`config.mk`:
```
export PLATFORM = sky130hd
export DESIGN_NAME = if_id_hazard_reg
export DESIGN_NICKNAME = d
export VERILOG_FILES = /design/src/rtl/if_id_hazard_reg.sv
export SDC_FILE = /design/constraint.sdc
export NUM_CORES = 1
export LEC_CHECK = 0
export CAP_MARGIN = 20
export CORE_ASPECT_RATIO = 1.5
export CORE_MARGIN = 2
export CORE_UTILIZATION = 41
export CTS_CLUSTER_SIZE = 10
export DETAILED_ROUTE_END_ITERATION = 7
export PLACE_DENSITY = 0.88
export SKIP_LAST_GASP = 1
export SLEW_MARGIN = 20
export SYNTH_ARGS = -nofsm -noshare
export SYNTH_HDL_FRONTEND = slang
export SYNTH_SLANG_ARGS = --single-unit
```
`constraint.sdc`:
```
create_clock -name clk -period 3.95 [get_ports clk]
set_input_delay 0.79 -clock clk [delete_from_list [all_inputs] [get_ports clk]]
set_output_delay 0.79 -clock clk [all_outputs]
set_load 0.005 [all_outputs]
```
`src/rtl/if_id_hazard_reg.sv`:
```
// IF/ID pipeline register with hazard-response sequencing.
// Turns the stall unit's IFstall/IDstall and EX branch resolution into
// PC hold/redirect controls, IF/ID freeze or NOP loads, ID/EX bubble
// injection, and saturating stall/bubble counters for performance debug.
module if_id_hazard_reg #(
  parameter int IW  = 32,
  parameter int PCW = 32,
  parameter int CW  = 16
) (
  input  logic           clk,
  input  logic           reset,
  input  logic           IFstall,
  input  logic           IDstall,
  input  logic           br_resolve,
  input  logic           br_taken,
  input  logic [PCW-1:0] br_target,
  input  logic [PCW-1:0] if_pc,
  input  logic [IW-1:0]  if_inst,
  output logic [PCW-1:0] id_pc,
  output logic [IW-1:0]  id_inst,
  output logic           id_valid,
  output logic           pc_hold,
  output logic           pc_sel,
  output logic [PCW-1:0] redir_pc,
  output logic           ex_bubble,
  output logic [CW-1:0]  stall_cnt,
  output logic [CW-1:0]  bubble_cnt
);

  typedef enum logic [1:0] {
    RUN      = 2'd0,
    BR_WAIT  = 2'd1,
    REDIRECT = 2'd2
  } state_t;

  state_t state;
  state_t state_next;
  state_t resolve_state;

  logic id_load_fetch;
  logic id_load_nop;
  logic capture_target;
  logic resolve_capture;

  logic [1:0]  bubble_inc;
  logic [CW:0] stall_sum;
  logic [CW:0] bubble_sum;

  // Outcome of a branch-wait cycle: resolve to REDIRECT/RUN or keep waiting
  always_comb begin
    resolve_state   = BR_WAIT;
    resolve_capture = 1'b0;
    if (br_resolve) begin
      resolve_state   = br_taken ? REDIRECT : RUN;
      resolve_capture = br_taken;
    end
  end

  // Hazard decode: data stall dominates, otherwise the sequencer state acts
  always_comb begin
    state_next     = state;
    id_load_fetch  = 1'b0;
    id_load_nop    = 1'b0;
    capture_target = 1'b0;
    pc_hold        = 1'b0;
    pc_sel         = 1'b0;
    ex_bubble      = 1'b0;
    if (!reset) begin
      if (IDstall) begin
        pc_hold   = 1'b1;
        ex_bubble = 1'b1;
        if (state == BR_WAIT) begin
          state_next     = resolve_state;
          capture_target = resolve_capture;
        end
      end else begin
        unique case (state)
          RUN: begin
            if (IFstall) begin
              pc_hold        = 1'b1;
              id_load_nop    = 1'b1;
              state_next     = resolve_state;
              capture_target = resolve_capture;
            end else begin
              id_load_fetch = 1'b1;
            end
          end
          BR_WAIT: begin
            pc_hold        = 1'b1;
            id_load_nop    = 1'b1;
            state_next     = resolve_state;
            capture_target = resolve_capture;
          end
          REDIRECT: begin
            pc_sel      = 1'b1;
            id_load_nop = 1'b1;
            state_next  = RUN;
          end
          default: begin
            state_next = RUN;
          end
        endcase
      end
    end
  end

  // Sequencer state and captured branch target
  always_ff @(posedge clk) begin
    if (reset) begin
      state    <= RUN;
      redir_pc <= '0;
    end else begin
      state <= state_next;
      if (capture_target) begin
        redir_pc <= br_target;
      end
    end
  end

  // IF/ID register: fetch load, NOP load, or hold under a data stall
  always_ff @(posedge clk) begin
    if (reset) begin
      id_pc    <= '0;
      id_inst  <= '0;
      id_valid <= 1'b0;
    end else if (id_load_fetch) begin
      id_pc    <= if_pc;
      id_inst  <= if_inst;
      id_valid <= 1'b1;
    end else if (id_load_nop) begin
      id_pc    <= if_pc;
      id_inst  <= '0;
      id_valid <= 1'b0;
    end
  end

  // Counter increments; a carry into the top bit means the count would pass 2^CW-1
  always_comb begin
    bubble_inc = {1'b0, id_load_nop} + {1'b0, ex_bubble};
    stall_sum  = {1'b0, stall_cnt} + {{CW{1'b0}}, pc_hold};
    bubble_sum = {1'b0, bubble_cnt} + {{(CW - 1){1'b0}}, bubble_inc};
  end

  // Saturating performance counters
  always_ff @(posedge clk) begin
    if (reset) begin
      stall_cnt  <= '0;
      bubble_cnt <= '0;
    end else begin
      stall_cnt  <= stall_sum[CW] ? {CW{1'b1}} : stall_sum[CW-1:0];
      bubble_cnt <= bubble_sum[CW] ? {CW{1'b1}} : bubble_sum[CW-1:0];
    end
  end

endmodule

```
# Yosys cells after proc, flatten, opt, wreduce, memory -nomap -nowiden
# Cells that the tools add are included.
[op_classes]
reduce_logical = 4
addsub = 3
muxes = 36
eq_ne = 4
[op_table]
columns = ["op", "n"]
rows = [
  ["two-way mux 32 bit", 4],
  ["two-way mux 16 bit", 2],
  ["two-way mux 1 bit", 21],
  ["adder 16 x 1 -> 17 bit", 1],
  ["adder 16 x 2 -> 17 bit", 1],
  ["two-way mux 2 bit", 5],
  ["one-hot mux 1 bit (2 select lines)", 3],
  ["one-hot mux 2 bit (2 select lines)", 1],
  ["inequality test 3 bit, second input constant", 1],
  ["adder 1 x 1 -> 2 bit", 1],
  ["equality test 2 x 1 -> 1 bit, second input constant", 1],
  ["equality test 2 bit, second input constant", 1],
  ["logical NOT 2 bit", 1],
  ["inequality test 2 x 1 -> 1 bit, second input constant", 1],
  ["AND reduction 2 bit", 1],
  ["nonzero test 2 bit", 1],
  ["OR reduction 2 bit", 1],
]
[word_totals]
elab_cells = 54
output_inout_bits = 132
ff_bits = 131
input_bits = 102

# Depth between registers and ports, before layout
# Gate-level depths: netlist (run 1).
[depth]
ltp_word = 8
ltp_mapped = 12
depth_no_buf = 11

# Worst setup path after synthesis (run 1)
# No wires, ideal clock.
[synth_path]
kind = "input -> register"
start = "in reset"
end = "reg bubble_cnt[11]"
path_slack_ps = 927
setup_time_ps = 70
required_ps = 3880
path_stages = 10
t_arrival_ps = 2953
n_path_buf = 2
path_cell_list = "buf_2 > or4_1 > fa_1 > inv_1 > ha_1 > nand4_1 > nor2_1 > nand3_1 > clkbuf_1 > a21oi_1"
[synth_via]
elab_chain_cells = 4
word_cells_on_any_way = 5
classes_between = "2 x add/sub; 3 x mux"
[synth_rtl]
columns = ["item", "line_no", "text"]
rows = [
  ["start, declared", "11", "input logic reset,"],
  ["two-way mux 1 bit", "68", "if (!reset) begin"],
  ["adder 1 x 1 -> 2 bit", "139", "bubble_inc = {1'b0, id_load_nop} + {1'b0, ex_bubble};"],
  ["adder 16 x 2 -> 17 bit", "141", "bubble_sum = {1'b0, bubble_cnt} + {{(CW - 1){1'b0}}, bubble_inc};"],
  ["two-way mux 16 bit", "151", "bubble_cnt <= bubble_sum[CW] ? {CW{1'b1}} : bubble_sum[CW-1:0];"],
  ["end signal, assigned", "151", ""],
  ["end, declared", "27", "output logic [CW-1:0] bubble_cnt"],
]
# Parallel ways exist; a longest one is shown, timed or not.
# A chain may end at the register's enable or synchronous reset.

# Worst setup path in the final report (run 1)
[layout_path]
start = "in IFstall"
end = "reg bubble_cnt[11]"
[layout_via]
elab_chain_cells = 7
[layout_rtl]
columns = ["item", "line_no", "text"]
rows = [
  ["start, declared", "12", "input logic IFstall,"],
  ["two-way mux 1 bit", "79", "if (IFstall) begin"],
  ["one-hot mux 1 bit (2 select lines)", "77", "unique case (state)"],
  ["two-way mux 1 bit", "69", "if (IDstall) begin"],
  ["two-way mux 1 bit", "68", ""],
  ["adder 1 x 1 -> 2 bit", "139", ""],
  ["adder 16 x 2 -> 17 bit", "141", ""],
  ["two-way mux 16 bit", "151", ""],
]
# Every way passes these cells.

==> results of run 1 <==
-- flip-flops by register name, summed over array words and instances, names as in the netlist --
signal / flops
bubble_cnt: 16
id_inst: 32
id_pc: 32
id_valid: 1
redir_pc: 32
stall_cnt: 16
state: 2
-- cells in the mapped netlist (all sizes together) (8+ instances only) --
master and instances:
xnor2 9, nor2 48, nand4 9, clkbuf 24
inv 14, a21oi 95, buf 14, nand3 9
nand2 142, a22oi 32, dfxtp 131, nor3 8
-- layout make-up --
class,instances,area [sq um]
Clock buffer,20,447
Clock inverter,12,204
Fill cell,963,4100
Inverter,14,52.6
Multi-Input combinational cell,410,2280
Sequential cell,131,2620
Tap cell,156,195
Timing Repair Buffer,244,2420
-- stage by stage --
stage               area (sq um)  setup WS (ns)
finish                      8230          0.610
global route                8230          0.411
CTS                         8230          0.645
detailed placement          7580          0.239
global placement            7580          0.325
floorplan                   5120          0.927
-- logic make-up (layout without fill, tap and decap cells) --
family / Yosys count / after routing / share of synthesized area
mux: 1 / 1 / 0.00220
compound gates: 148 / 148 / 0.192
flops: 131 / 131 / 0.512
simple gates: 239 / 239 / 0.202
buf+inv: 52 / 290 / 0.0476
fa+ha+maj: 8 / 8 / 0.0210
xor+xnor: 14 / 14 / 0.0239
-- layer usage --
layer	part of all wire	wire, microns	vias up
met5	0	0	-
met4	0.026	368	0
met3	0.066	945	29
met2	0.52	7470	178
met1	0.39	5620	2347
li1	-	-	2482
-- worst max-delay path, delay by kind of cell --
kind / cells / cell delay [ns]
buffers and inverters: 2 / 0.58
adder cells (fa/ha/maj): 2 / 0.64
AO/OA/AOI/OAI: 2 / 0.41
AND/OR/NAND/NOR: 4 / 1.24
-- power by group --
group | switching, mW | internal (mW) | total (mW)
Sequential | 0.0280 | 1.37 | 1.40
Combinational | 0.156 | 0.225 | 0.381
Clock | 0.574 | 1.14 | 1.71
-- final timing paths --
path | start | end | slack, ns
worst max register to register | state[0] | bubble_cnt[11] | 0.78
worst min-delay path | id_pc[10] | id_pc[10] | 0.45
worst max-delay path | IFstall | bubble_cnt[11] | 0.61
worst min register to register | id_pc[10] | id_pc[10] | 0.45
==> impl_metrics.json, run 1 <==
{
  "routed_via_density": 5.10,
  "n_antenna_cell": 0,
  "nets": 928,
  "dpl.hpwl_mm": 10.1,
  "numCtsBuffers": 17,
  "rr_worst_depth": 11,
  "grt_overflow": 0,
  "dp_cells": 955,
  "cp_slowest_cell": "clkdlybuf4s50_1",
  "path_class": "in2reg",
  "async_reset_ff_frac": 0,
  "peakVddDrop_mv": 0.310,
  "core_area_sq_um": 12300,
  "yosys.area.top_type": "dfxtp_1",
  "rows": 50,
  "ioPinCount": 234,
  "synth_cell_types": 41,
  "hold_path.class": "reg2reg",
  "wirelength_mm": 14.4,
  "rsz0062_at_grt": "no",
  "antenna_found_initial": 0,
  "cp.arrival_ns": 3.66,
  "grt_most_used_layer": "met2",
  "period_needed_ns": 3.34,
  "synth-seq-cells": 131,
  "use_met1": 0.234,
  "cts.path.max_buffers": 2,
  "hold_viol_final": 0,
  "relSlewSlack": 0.505,
  "drive_gt1_frac": 0.0842,
  "port_buffers": 233,
  "die_w_microns": 95.3,
  "grt_pass1_vias": 4815,
  "cp_max_fo": 12,
  "syn_inst": 593,
  "final_cell_mix": "clkdlybuf4s50_1 (232), nand2_1 (142), dfxtp_1 (131)",
  "fin_util": 0.668,
  "ant_nets": 0,
  "cp_slowest_stage_delay_ns": 0.49,
  "path_common_cell": "a21oi_1",
  "power_leakage_nw": 2.95,
  "die_area_sq_um": 13400,
  "clkTransAtPathRegs_ns": 0.06,
  "grt_max_degree": 65,
  "finalNonFillerCells": 987,
  "grt_use_met2": 0.370,
  "start_util": 0.416,
  "vias": 5036,
  "clock-sinks": 131,
  "syn-num-nets": 703,
  "place_congestion": 0.822,
  "crit_chain": "clkdlybuf4s50_1 > a21oi_1 > or4_1 > fa_1 > inv_1 > ha_1 > nand4_1 > nor2_1 > nand3_1 > a21oi_1",
  "maxCapViolations": 0,
  "tightest_slew_ns": 0.742,
  "hold_depth": 2,
  "cts_tree": "yes",
  "synth_edf_count": 0,
  "netlist_area_sq_um": 5120,
  "met3_usage": 0.0572,
  "hold_buffers": 0,
  "cts_resized": 0,
  "setup_tns_ns": 0,
  "cts-root-buf": "clkbuf_16",
  "grt_pass1_wl_mm": 22.7,
  "drv_slew": 0,
  "synth.avg_cell_area_sq_um": 8.64,
  "p_total_mw": 3.49,
  "setup_viol_count_final": 0,
  "post-synth-top-area-fraction": 0.512,
  "fp.dieH_microns": 141,
  "cts_setup_buffers": 0,
  "start_kind": "input port",
  "dr.pass1.iters": 5,
  "areaGrowthSynthToFinish_pct": 60.6,
  "outcome": "finished clean",
  "grt_usage": 0.211,
  "yosysWarnings": 0,
  "fmax_mhz": 299,
  "worst_hold_slack_ns": 0.450,
  "synth_ff_type": "dfxtp_1",
  "power_density_nw_per_um2": 425,
  "layout_commonest_cell": "clkdlybuf4s50_1",
  "crit_path_end_kind": "register",
  "period_share": 0.846,
  "synth.area.top_cells": "dfxtp_1 (51%), nand2_1 (10%), a21oi_1 (9.3%), a22oi_2 (4.4%), nor2_1 (3.5%)",
  "cp.required_ns": 4.27,
  "wl_per_cell_microns": 14.6,
  "skew_ns": 0.00947,
  "yosysSeqAreaShare": 0.512,
  "drt_iter0_markers": 153,
  "drt_drc_violations_left": 0,
  "clock_latency_ns": 0.41,
  "h-tree-depth": 4
}
Note: power is estimated with default switching activity, not from simulation.
==> run 2, diff against run 1 <==
CORE_UTILIZATION = 37   (was 41)
PLACE_DENSITY = 0.85   (was 0.88)
clock period = 3.05 ns   (was 3.95 ns; I/O delays follow)
==> impl_metrics.json, run 2 (same netlist as run 1, synthesis figures left out) <==
{
  "clkTransAtPathRegs_ns": 0.06,
  "worstHoldStart": "id_pc[26]",
  "areaGrowthSynthToFinish_pct": 62.9,
  "ant_nets": 0,
  "rr_worst_depth": 13,
  "fillCellCount": 1125,
  "final_cell_mix": "clkdlybuf4s50_1 (232), nand2_1 (142), dfxtp_1 (129)",
  "cp.arrival_ns": 3.12,
  "power_leakage_nw": 3.02,
  "outcome": "finished clean",
  "grt_max_degree": 67,
  "clock-sinks": 131,
  "numCtsBuffers": 17,
  "wl_per_cell_microns": 14.6,
  "setup_viol_count_final": 0,
  "crit_chain": "inv_1 > ha_2 > a21oi_1 > or4_4 > fa_2 > inv_1 > ha_1 > nand4_1 > buf_4 > nor2_1 > nand3_1 > buf_4 > a21oi_1",
  "cts_tree": "yes",
  "start_kind": "register",
  "core_area_sq_um": 13500,
  "cp_slowest_stage_delay_ns": 0.45,
  "cp.required_ns": 3.37,
  "hold_path.class": "reg2reg",
  "grt_usage": 0.196,
  "wirelength_mm": 14.7,
  "cp_slowest_cell": "or4_4",
  "cts.path.max_buffers": 2,
  "fin_util": 0.616,
  "die_w_microns": 100,
  "die_area_sq_um": 14800,
  "setup_tns_ns": 0,
  "fmax_mhz": 357,
  "timing.rr.start": "state[0]",
  "place_congestion": 0.818,
  "crit_path_end_kind": "register",
  "dpl.hpwl_mm": 10.5,
  "cts-root-buf": "clkbuf_16",
  "port_buffers": 233,
  "power_density_nw_per_um2": 537,
  "worst-path-buf-inv": 4,
  "relSlewSlack": 0.541,
  "grt_pass1_vias": 4925,
  "maxCapViolations": 0,
  "routed_via_density": 5.00,
  "tightest_slew_ns": 0.689,
  "ioPinCount": 234,
  "peakVddDrop_mv": 0.373,
  "vias": 5034,
  "antenna_found_initial": 0,
  "period_share": 0.918,
  "hold_buffers": 0,
  "n_antenna_cell": 0,
  "grt_pass1_wl_mm": 23.4,
  "cp.depth": 13,
  "start_util": 0.378,
  "r2r_end": "bubble_cnt[7]",
  "whs_endpoint": "id_pc[26]",
  "drv_slew": 0,
  "biggestRegsByFlops": "id_inst (32), id_pc (32), redir_pc (32)",
  "grt_overflow": 0,
  "path_class": "reg2reg",
  "nets": 943,
  "clock_latency_ns": 0.40,
  "cp_top_family": "adder cells",
  "rows": 52,
  "r2r_slack_ns": 0.25,
  "cts_setup_buffers": 0,
  "layout_commonest_cell": "clkdlybuf4s50_1",
  "drt_drc_violations_left": 0,
  "cp_max_fo": 7,
  "cts_resized": 0,
  "skew_ns": 0.00821,
  "h-tree-depth": 4,
  "fp.dieH_microns": 148,
  "drive_gt1_frac": 0.108,
  "drt_iter0_markers": 177,
  "rsz0062_at_grt": "no",
  "period_needed_ns": 2.80,
  "hold_viol_final": 0,
  "hold_depth": 2,
  "dr.pass1.iters": 5
}
-- run 2: routing by layer --
layer  vias to the layer above  global-route usage  share of wire
met5                         -                   0              0
met4                         0              0.0952          0.040
met3                        47              0.0545          0.062
met2                       197               0.353           0.52
met1                      2282               0.206           0.38
li1                       2508                   -              -
-- run 2: final cells by class --
cell class	count	area, sq um	share of cell area
sequential	131	2630	0.315
timing repair buffer	259	2540	0.305
multi-input combinational	410	2290	0.274
clock buffer	19	453	0.0543
tap	162	203	0.0243
clock inverter	12	179	0.0214
inverter	14	52.6	0.00630
-- run 2: worst register-to-register path, delay by kind of cell (launching register included) --
kind,cells,cell delay (ns)
adders and majority gates,3,0.85
and+or+nand+nor,4,0.81
buffers and inverters,4,0.51
DFF,1,0.36
AOI/OAI and AO/OA,2,0.18
-- run 2: where the power goes --
group          total [mW]  switching [mW]  leakage [nW]  internal, mW
combinational       0.506           0.207          1.64         0.300
clock                2.16           0.748         0.314          1.41
sequential           1.81          0.0345          1.06          1.78
total                4.48           0.989          3.02          3.49
-- run 2: how the worst max path moves through the flow --
stage	start	to	slack (ns)
finish	state[0]	bubble_cnt[7]	0.25
CTS	state[0]	bubble_cnt[7]	0.11
global placement	IFstall	bubble_cnt[11]	-0.17
floorplan	reset	bubble_cnt[11]	0.21
detailed placement	IFstall	bubble_cnt[9]	-0.20
global route	state[1]	bubble_cnt[1]	0.05
-- run 2: stage by stage --
stage	std cells	hold slack (ns)	setup WS [ns]	area [sq um]	power, mW
floorplan	593	0.448	0.207	5120	2.04
global placement	975	0.437	-0.172	7690	2.34
detailed placement	975	0.443	-0.198	7690	2.35
CTS	1006	0.451	0.112	8320	4.52
global route	1007	0.468	0.0486	8340	4.64
finish	1007	0.447	0.251	8340	4.48
==> run 3, diff against run 2 <==
TNS_END_PERCENT = 1   (was unset)
==> results of run 3 <==
No change in the layout: final DEF, timing and power equal those of run 2.
